--- src/rtl/uart_tx_buffered_if.sv ---
// Byte-side handshake and line outputs of uart_tx_buffered.
// A byte moves when i_TX_DV and o_TX_Ready are both high at a rising edge;
// i_TX_Byte is sampled at that edge and nothing moves otherwise.
interface uart_tx_buffered_if #(
    parameter int FIFO_DEPTH = 4
);
    localparam int CW = $clog2(FIFO_DEPTH) + 1;

    logic          i_TX_DV;
    logic [7:0]    i_TX_Byte;
    logic          o_TX_Ready;
    logic          o_TX_Serial;
    logic          o_TX_Active;
    logic          o_TX_Done;
    logic [CW-1:0] o_FIFO_Count;

    modport master (
        output i_TX_DV, i_TX_Byte,
        input  o_TX_Ready, o_TX_Serial, o_TX_Active, o_TX_Done, o_FIFO_Count
    );

    modport slave (
        input  i_TX_DV, i_TX_Byte,
        output o_TX_Ready, o_TX_Serial, o_TX_Active, o_TX_Done, o_FIFO_Count
    );
endinterface

--- src/rtl/uart_tx_buffered.sv ---
// Buffered 8N1 UART transmitter; define UART_TX_PARITY_EN to insert an
// even-parity bit between data bit 7 and the stop bit.
module uart_tx_buffered #(
    parameter int CLKS_PER_BIT = 217,
    parameter int FIFO_DEPTH   = 4
) (
    input  logic                i_Clock,
    input  logic                i_Reset,
    uart_tx_buffered_if.slave   tx,
    output logic [2:0]          state_dbg
);
    localparam int PW = $clog2(FIFO_DEPTH);
    localparam int CW = PW + 1;
    localparam int BW = $clog2(CLKS_PER_BIT);
    localparam logic [BW-1:0] CNT_MAX = BW'(CLKS_PER_BIT - 1);
    localparam logic [CW-1:0] FULL    = CW'(FIFO_DEPTH);

    typedef enum logic [2:0] {
        IDLE    = 3'd0,
        START   = 3'd1,
        DATA    = 3'd2,
`ifdef UART_TX_PARITY_EN
        PARITY  = 3'd3,
`endif
        STOP    = 3'd4,
        CLEANUP = 3'd5
    } state_t;

    state_t state, state_next;

    logic [7:0]    mem [FIFO_DEPTH];
    logic [PW-1:0] wr_ptr, rd_ptr;
    logic [CW-1:0] count;
    logic          push, pop;

    logic [BW-1:0] clk_cnt;
    logic [2:0]    bit_idx;
    logic [7:0]    shift;
    logic          bit_end, timed;

    logic          serial_q, active_q, done_q;
    logic          line_next, active_next, done_next;

    assign tx.o_TX_Ready   = (count != FULL);
    assign tx.o_FIFO_Count = count;
    assign tx.o_TX_Serial  = serial_q;
    assign tx.o_TX_Active  = active_q;
    assign tx.o_TX_Done    = done_q;
    assign state_dbg       = state;

    assign push    = tx.i_TX_DV && tx.o_TX_Ready;
    assign pop     = (state == IDLE) && (count != '0);
    assign bit_end = (clk_cnt == CNT_MAX);

    // FIFO storage carries no reset; only pointers and count define content.
    always_ff @(posedge i_Clock) begin
        if (push) begin
            mem[wr_ptr] <= tx.i_TX_Byte;
        end
    end

    always_ff @(posedge i_Clock) begin
        if (i_Reset) begin
            wr_ptr <= '0;
            rd_ptr <= '0;
            count  <= '0;
        end else begin
            if (push) wr_ptr <= wr_ptr + 1'b1;
            if (pop)  rd_ptr <= rd_ptr + 1'b1;
            case ({push, pop})
                2'b10:   count <= count + 1'b1;
                2'b01:   count <= count - 1'b1;
                default: count <= count;
            endcase
        end
    end

    always_comb begin
        timed = (state == START) || (state == DATA) || (state == STOP);
`ifdef UART_TX_PARITY_EN
        if (state == PARITY) timed = 1'b1;
`endif
    end

    // Bit timer and shift register: loaded on pop, stepped on bit boundaries.
    always_ff @(posedge i_Clock) begin
        if (i_Reset) begin
            clk_cnt <= '0;
            bit_idx <= '0;
            shift   <= '0;
        end else if (pop) begin
            shift   <= mem[rd_ptr];
            clk_cnt <= '0;
            bit_idx <= '0;
        end else if (timed) begin
            if (bit_end) begin
                clk_cnt <= '0;
                if (state == DATA) bit_idx <= bit_idx + 1'b1;
            end else begin
                clk_cnt <= clk_cnt + 1'b1;
            end
        end else begin
            clk_cnt <= '0;
        end
    end

    always_ff @(posedge i_Clock) begin
        if (i_Reset) begin
            state <= IDLE;
        end else begin
            state <= state_next;
        end
    end

    always_comb begin
        state_next = state;
        case (state)
            IDLE:    if (count != '0) state_next = START;
            START:   if (bit_end) state_next = DATA;
            DATA: begin
                if (bit_end && (bit_idx == 3'd7)) begin
`ifdef UART_TX_PARITY_EN
                    state_next = PARITY;
`else
                    state_next = STOP;
`endif
                end
            end
`ifdef UART_TX_PARITY_EN
            PARITY:  if (bit_end) state_next = STOP;
`endif
            STOP:    if (bit_end) state_next = CLEANUP;
            CLEANUP: state_next = IDLE;
            default: state_next = IDLE;
        endcase
    end

    always_comb begin
        line_next   = 1'b1;
        active_next = 1'b0;
        done_next   = 1'b0;
        case (state)
            START: begin
                line_next   = 1'b0;
                active_next = 1'b1;
            end
            DATA: begin
                line_next   = shift[bit_idx];
                active_next = 1'b1;
            end
`ifdef UART_TX_PARITY_EN
            PARITY: begin
                line_next   = ^shift;
                active_next = 1'b1;
            end
`endif
            STOP:    active_next = 1'b1;
            CLEANUP: done_next   = 1'b1;
            default: line_next   = 1'b1;
        endcase
    end

    // Line outputs are registered, so they trail the state by one cycle.
    always_ff @(posedge i_Clock) begin
        if (i_Reset) begin
            serial_q <= 1'b1;
            active_q <= 1'b0;
            done_q   <= 1'b0;
        end else begin
            serial_q <= line_next;
            active_q <= active_next;
            done_q   <= done_next;
        end
    end
endmodule

--- src/flat_wrapper.sv ---
// flat-port wrapper written by rule: the top's interface ports become plain ports
module uart_tx_buffered_flat 
#(
    parameter int CLKS_PER_BIT = 217,
    parameter int FIFO_DEPTH   = 4
)
  (i_Clock, i_Reset, state_dbg, tx_i_TX_DV, tx_i_TX_Byte, tx_o_TX_Ready, tx_o_TX_Serial, tx_o_TX_Active, tx_o_TX_Done, tx_o_FIFO_Count);
  uart_tx_buffered_if #(.FIFO_DEPTH(FIFO_DEPTH)) tx_i ();
  input  logic i_Clock;
  input  logic i_Reset;
  output logic [2:0] state_dbg;
  input wire logic [$bits(tx_i.i_TX_DV)-1:0] tx_i_TX_DV;
  input wire logic [$bits(tx_i.i_TX_Byte)-1:0] tx_i_TX_Byte;
  output wire logic [$bits(tx_i.o_TX_Ready)-1:0] tx_o_TX_Ready;
  output wire logic [$bits(tx_i.o_TX_Serial)-1:0] tx_o_TX_Serial;
  output wire logic [$bits(tx_i.o_TX_Active)-1:0] tx_o_TX_Active;
  output wire logic [$bits(tx_i.o_TX_Done)-1:0] tx_o_TX_Done;
  output wire logic [$bits(tx_i.o_FIFO_Count)-1:0] tx_o_FIFO_Count;
  assign tx_i.i_TX_DV = tx_i_TX_DV;
  assign tx_i.i_TX_Byte = tx_i_TX_Byte;
  assign tx_o_TX_Ready = tx_i.o_TX_Ready;
  assign tx_o_TX_Serial = tx_i.o_TX_Serial;
  assign tx_o_TX_Active = tx_i.o_TX_Active;
  assign tx_o_TX_Done = tx_i.o_TX_Done;
  assign tx_o_FIFO_Count = tx_i.o_FIFO_Count;
  uart_tx_buffered #(.CLKS_PER_BIT(CLKS_PER_BIT), .FIFO_DEPTH(FIFO_DEPTH)) u_core (.i_Clock(i_Clock), .i_Reset(i_Reset), .tx(tx_i), .state_dbg(state_dbg));
endmodule
--- config.mk ---
export PLATFORM = sky130hd
export DESIGN_NAME = uart_tx_buffered_flat
export DESIGN_NICKNAME = d
export VERILOG_FILES = /design/src/rtl/uart_tx_buffered_if.sv /design/src/rtl/uart_tx_buffered.sv /design/src/flat_wrapper.sv
export SDC_FILE = /design/constraint.sdc
export NUM_CORES = 1
export LEC_CHECK = 0
export CORE_MARGIN = 10
export CORE_UTILIZATION = 35
export DETAILED_ROUTE_END_ITERATION = 16
export HOLD_SLACK_MARGIN = 0.02
export PLACE_DENSITY = 0.54
export RECOVER_POWER = 25
export SLEW_MARGIN = 20
export SYNTH_ARGS = -nofsm -noshare
export SYNTH_HDL_FRONTEND = slang
export SYNTH_SLANG_ARGS = --single-unit
export TNS_END_PERCENT = 5
--- constraint.sdc ---
create_clock -name i_Clock -period 2.59 [get_ports i_Clock]
set_input_delay 0.518 -clock i_Clock [delete_from_list [all_inputs] [get_ports i_Clock]]
set_output_delay 0.518 -clock i_Clock [all_outputs]
set_load 0.05 [all_outputs]
== Word-level counts from Yosys, hierarchy flattened ==
Memories as Yosys holds them, arrays and structs flattened. A register that Yosys moved wholly into a read port is not among the register bits.
Cells that the tools add are included.

* Memories kept: 1
* Flip-flop bits (word level): 24
* Memory bits (writable): 32
* Logic and storage cells: 57

{| class="wikitable"
|+ Memory list
! name !! words !! width !! rd ports !! clocked after memory_dff !! wr ports !! RTL line !! source
|-
| u_core.mem || 4 || 8 || 1 || 1 || 1 || uart_tx_buffered.sv:31 || <nowiki>logic [7:0] mem [FIFO_DEPTH];</nowiki>
|}

* Add/sub/neg operators: 6
* Equality and inequality tests: 13
* Reductions and logical operators: 13
* Mux-type cells: 13
* Bitwise gates (word level): 1
* Order comparisons: 1

{| class="wikitable"
|+ Operators by type and width
! operator !! count
|-
| two-way mux 3 bit || 4
|-
| case mux 3 bit (4 select lines) || 1
|-
| == test 3 bit, second input constant || 3
|-
| adder 8 x 1 -> 8 bit, second input constant || 1
|-
| == test 8 bit, second input constant || 1
|-
| adder 3 x 1 -> 3 bit, second input constant || 2
|-
| case mux 3 bit (2 select lines) || 1
|-
| two-way mux 1 bit || 5
|-
| adder 2 x 1 -> 2 bit, second input constant || 2
|-
| less-than comparator 3 x 4 -> 1 bit, second input constant || 1
|-
| != test 2 x 1 -> 1 bit, second input constant || 2
|-
| != test 2 bit, second input constant || 2
|-
| AND reduction 4 bit || 1
|-
| OR reduction 4 bit || 1
|-
| binary-select mux 1 bit (select 3 bit) || 1
|-
| == test 3 x 1 -> 1 bit, second input constant || 1
|-
| == test 3 x 2 -> 1 bit, second input constant || 1
|-
| logical AND 1 bit || 3
|-
| zero test 3 bit || 1
|-
| != test 3 bit, second input constant || 1
|-
| AND reduction 3 bit || 1
|-
| nonzero test 3 bit || 1
|-
| OR reduction 3 bit || 1
|-
| subtractor 3 x 1 -> 3 bit, second input constant || 1
|-
| other kinds (7) || 8
|}

== Depth between registers and ports, before layout ==
* Depth after elaboration: 5
* Mapped depth: 10
* Depth with buffers taken out: 8

== Least setup slack after synthesis ==
Ideal clock, no wire load.

* Path type: reg2reg
* Start point: reg u_core.count[2] (netlist: u_core.tx.o_FIFO_Count[2])
* End point: reg u_core.count[2] (netlist: u_core.tx.o_FIFO_Count[2])
* Cell stages (with the launch flop): 10
* Path slack: -0.216 ns
* Library setup time: 0.070 ns
* Arrival: 2.736 ns
* Cell sequence: dfxtp_1 or3b_1 clkbuf_1 nand2_1 ha_1 inv_1 fa_1 xor2_1 or3_1 a21oi_1

* Cells in the longest elaborated chain, start to end: 4
* Elaborated cells between the ends (all ways): 10
* Classes of those cells: add/sub (2); eq/ne (3); mux (1); reduce/logical (4)

{| class="wikitable"
|+ RTL lines
! element !! RTL line !! source
|-
| from (decl) || uart_tx_buffered.sv:33 || <nowiki>logic [CW-1:0] count;</nowiki>
|-
| from (signal assigned) || uart_tx_buffered.sv:71 || <nowiki>2'b10: count <= count + 1'b1;</nowiki>
|-
| from (signal assigned) || uart_tx_buffered.sv:72 || <nowiki>2'b01: count <= count - 1'b1;</nowiki>
|-
| from (signal assigned) || uart_tx_buffered.sv:73 || <nowiki>default: count <= count;</nowiki>
|-
| != test 3 bit * || uart_tx_buffered.sv:44 || <nowiki>assign tx.o_TX_Ready = (count != FULL);</nowiki>
|-
| via tx_o_TX_Ready || flat_wrapper.sv:14 || <nowiki>output wire logic [$bits(tx_i.o_TX_Ready)-1:0] tx_o_TX_Ready;</nowiki>
|-
| logical AND 1 bit * || uart_tx_buffered.sv:51 || <nowiki>assign push = tx.i_TX_DV && tx.o_TX_Ready;</nowiki>
|-
| == test 2 x 1 -> 1 bit / == test 2 bit (equally long branches) || uart_tx_buffered.sv:70 || <nowiki>case ({push, pop})</nowiki>
|-
| case mux 3 bit (2 select lines) / nonzero test 2 bit (equally long branches) || n/a ||
|}

The timed path passes the listed nets; every way through them passes the cells marked *.
A chain may end at the register's enable or synchronous reset.

== Worst setup path in the final report ==
* Start point: reg u_core.count[0] (netlist: u_core.tx.o_FIFO_Count[0])
* End point: out tx_o_TX_Ready

* Cells in the longest elaborated chain, start to end: 1

{| class="wikitable"
|+ RTL lines
! element !! RTL line
|-
| != test 3 bit || uart_tx_buffered.sv:44
|-
| to (decl) || flat_wrapper.sv:14
|}

Every way passes these cells.

==> reports/metrics.yaml <==
global_routing:
  grt_remaining_overflow: 0
  grt_use_total_pct: 9.84
  grt_pass1_vias: 1906
  grt_pass1_wl_um: 9190
  grt_max_degree: 21
  antenna_found_initial: 0
yosys:
  synth_area_leader_cell: "edfxtp_1"
  ys_ff_latch: 64
  ys_seq_area_share_pct: 57.7
  synth_edf_count: 32
  yosys-top-cells-area: "edfxtp_1 35%, dfxtp_1 23%, mux4_2 8.1%"
  async_flop_share_pct: 0
  yosysUniqueCellTypes: 44
  synth_common_cells: "32 x dfxtp_1, 32 x edfxtp_1, 18 x a21oi_1"
  yosysTopAreaCellShare_pct: 34.6
  syn_area_mm2: 0.00278
  synth_warnings: 0
  synth_nets: 247
  synth.avg_cell_area_um2: 12.3
  synthFlopType: "edfxtp_1"
  synth_cells: 226
setup_path:
  startpoint_type: "flop"
  r2r.worst_path.cells: 8
  slowest_stage: "clkdlybuf4s50_1"
  crit_arrival_ps: 1970
  cpPeakStageDelay_ps: 750
  crit_buf_inv: 1
  r2r-end: "u_core.tx.o_FIFO_Count[2]$_SDFFE_PP0P_"
  crit_type: "reg -> out"
  r2r-start: "u_core.tx.o_FIFO_Count[0]$_SDFFE_PP0P_"
  end_kind: "output port"
  reg2reg_slack_ps: 340
  critPathTopFamily: "buffers and inverters"
  path_max_fanout: 10
  crit_chain: "or3b_1, clkdlybuf4s50_1"
  cp.required_ps: 2070
cells_and_area:
  antenna_cells: 0
  drive_above_1_share_pct: 14.9
  final_util_pct: 42.9
  final_cells: 357
  finalNetCount: 271
  area_delta_synth_final_pct: 19.5
  stdcell_area_mm2: 0.00332
timing:
  finalCritPeriodShare_pct: 96.1
  period_minus_slack_ps: 2490
  setup_viol: 0
  hold_slack_ps: 476
  fin_tns_setup_ps: 0
  fmax_mhz: 402
  worst_pin_slew_ps: 754
  clock_skew_ps: 8.44
  rsz0062_at_grt: "no"
  relSlewSlack_pct: 49.6
  final_max_slew_viol_count: 0
  finalHoldViolations: 0
  setup_ws_ps: 99.9
clock_network:
  cts_max_level: 3
  ctsResizeCount: 0
  cts_tree: "built"
  holdBufCountCts: 0
  cts_buffers: 9
  clk_path_buf_depth: 2
  post_cts_buffers: 0
  clock_latency_ps: 340
  cts_sinks: 64
  cts-root-buf: "clkbuf_8"
  cts.clk_slew.worst_paths_ps: 70
placed_design:
  routabilityCongestion: 0.751
  dp_hpwl_um: 3600
  port_buffers: 20
  placed_cells: 341
  placed_area_mm2: 0.00309
  place_ws_ps: 307
power_and_ir_drop:
  power.density_mw_per_mm2: 968
  peakVddDrop_uv: 391
  power_frac_comb_pct: 28.5
  clkPwrFrac_pct: 30.2
  p_leak_nw: 1.13
  finalPower_mw: 3.21
  swShare_pct: 33.4
  switchingPower_mw: 1.07
  p_int_mw: 2.14
  p_seq_share_pct: 41.3
worst_hold_path:
  hold_end: "u_core.shift[6]$_SDFFE_PP0P_"
  min_from: "u_core.shift[6]$_SDFFE_PP0P_"
  min_path_type: "reg -> reg"
  hold_depth: 2
die:
  die_y_um: 109
  pin_count: 21
  coreArea_mm2: 0.00773
  die_w_um: 109
  start_util_pct: 35.9
  row_count: 32
  fp.dieArea_mm2: 0.0119
drt:
  viasPerCell: 5.10
  vias: 1819
  detail_route.iter0.violations: 88
  drt_wl_total_um: 5310
  antenna_left: 0
  wl_per_cell_um: 14.9
  firstDrtPassIters: 4
  drcViolationCount: 0
run_status:
  run_status: "finished, final reports clean"
run:
  max_cap_violations: 0
## layout make-up
| type | count | area, µm² |
|---|---|---|
| Fill cell | 706 | 4410 |
| Sequential cell | 64 | 1600 |
| Multi-Input combinational cell | 139 | 1080 |
| Timing Repair Buffer | 26 | 245 |
| Tap cell | 102 | 128 |
| Clock buffer | 9 | 124 |
| Clock inverter | 7 | 103 |
| Inverter | 10 | 37.5 |
## cells in the final DEF (no fill, tap or decap), drive strengths merged, types with 3 or more instances in the layout
cell type and n:
xor2 4, dfxtp 32, buf 6, nor2 7, dlygate4sd3 8, o31ai 4
mux4 10, clkdlybuf4s50 12, or3 6, inv 12, a21oi 18, o21ai 15
ha 9, clkbuf 9, edfxtp 32, a211oi 3, nor3 11, nand2 5
and3 6, nand4 3, nand3 15
## cell families after synthesis
| family | synth area share, % |
|---|---|
| adder cells (fa/ha/maj) | 4.78 |
| multiplexers | 8.47 |
| XOR/XNOR | 1.58 |
| buffers and inverters | 3.47 |
| AO/OA/AOI/OAI | 10.1 |
| flip-flops | 57.7 |
| AND/OR/NAND/NOR | 13.9 |
## power groups by stage
| stage | logic (mW) | registers, mW | clock network [mW] |
|---|---|---|---|
| after global placement | 0.927 | 1.35 | 0 |
| after floorplan | 0.598 | 1.41 | 0 |
| after detailed placement | 0.931 | 1.36 | 0 |
| final | 0.917 | 1.33 | 0.970 |
| after global routing | 1.02 | 1.35 | 1.05 |
| after CTS | 0.937 | 1.33 | 1.00 |
## state kept, by name, indices dropped and copies added (netlist names)
register / flops
u_core.bit_idx: 3
u_core.tx.o_TX_Active: 1
u_core.shift: 8
u_core.tx.o_TX_Serial: 1
u_core.tx.o_TX_Done: 1
u_core.rd_ptr: 2
u_core.state_dbg: 3
u_core.wr_ptr: 2
u_core.tx.o_FIFO_Count: 3
u_core.clk_cnt: 8
u_core.mem: 32
## worst max path at each step
stage	startpoint	end	depth (start not counted)	slack [ps]
floorplan	u_core.tx.o_FIFO_Count[0]$_SDFFE_PP0P_	u_core.tx.o_FIFO_Count[2]$_SDFFE_PP0P_	9	20
global placement	tx_i_TX_DV	u_core.tx.o_FIFO_Count[2]$_SDFFE_PP0P_	8	340
detailed placement	tx_i_TX_DV	u_core.tx.o_FIFO_Count[2]$_SDFFE_PP0P_	8	310
CTS	u_core.tx.o_FIFO_Count[0]$_SDFFE_PP0P_	tx_o_TX_Ready	2	70
global route	u_core.tx.o_FIFO_Count[0]$_SDFFE_PP0P_	tx_o_TX_Ready	2	10
finish	u_core.tx.o_FIFO_Count[0]$_SDFFE_PP0P_	tx_o_TX_Ready	2	100
## worst min-delay path, delay by kind of cell (launching register included)
kind           cells  cell delay, ps
AO/OA/AOI/OAI      2             120
flip-flops         1             310
## metal layers
layer,routed length (µm),GRT usage [%],share of wire (%)
met1,2540,12.3,48
met2,2500,15.3,47
met3,201,3.24,3.8
met4,75,3.95,1.4
met5,0,0,0
(Power assumes the default switching activity.)
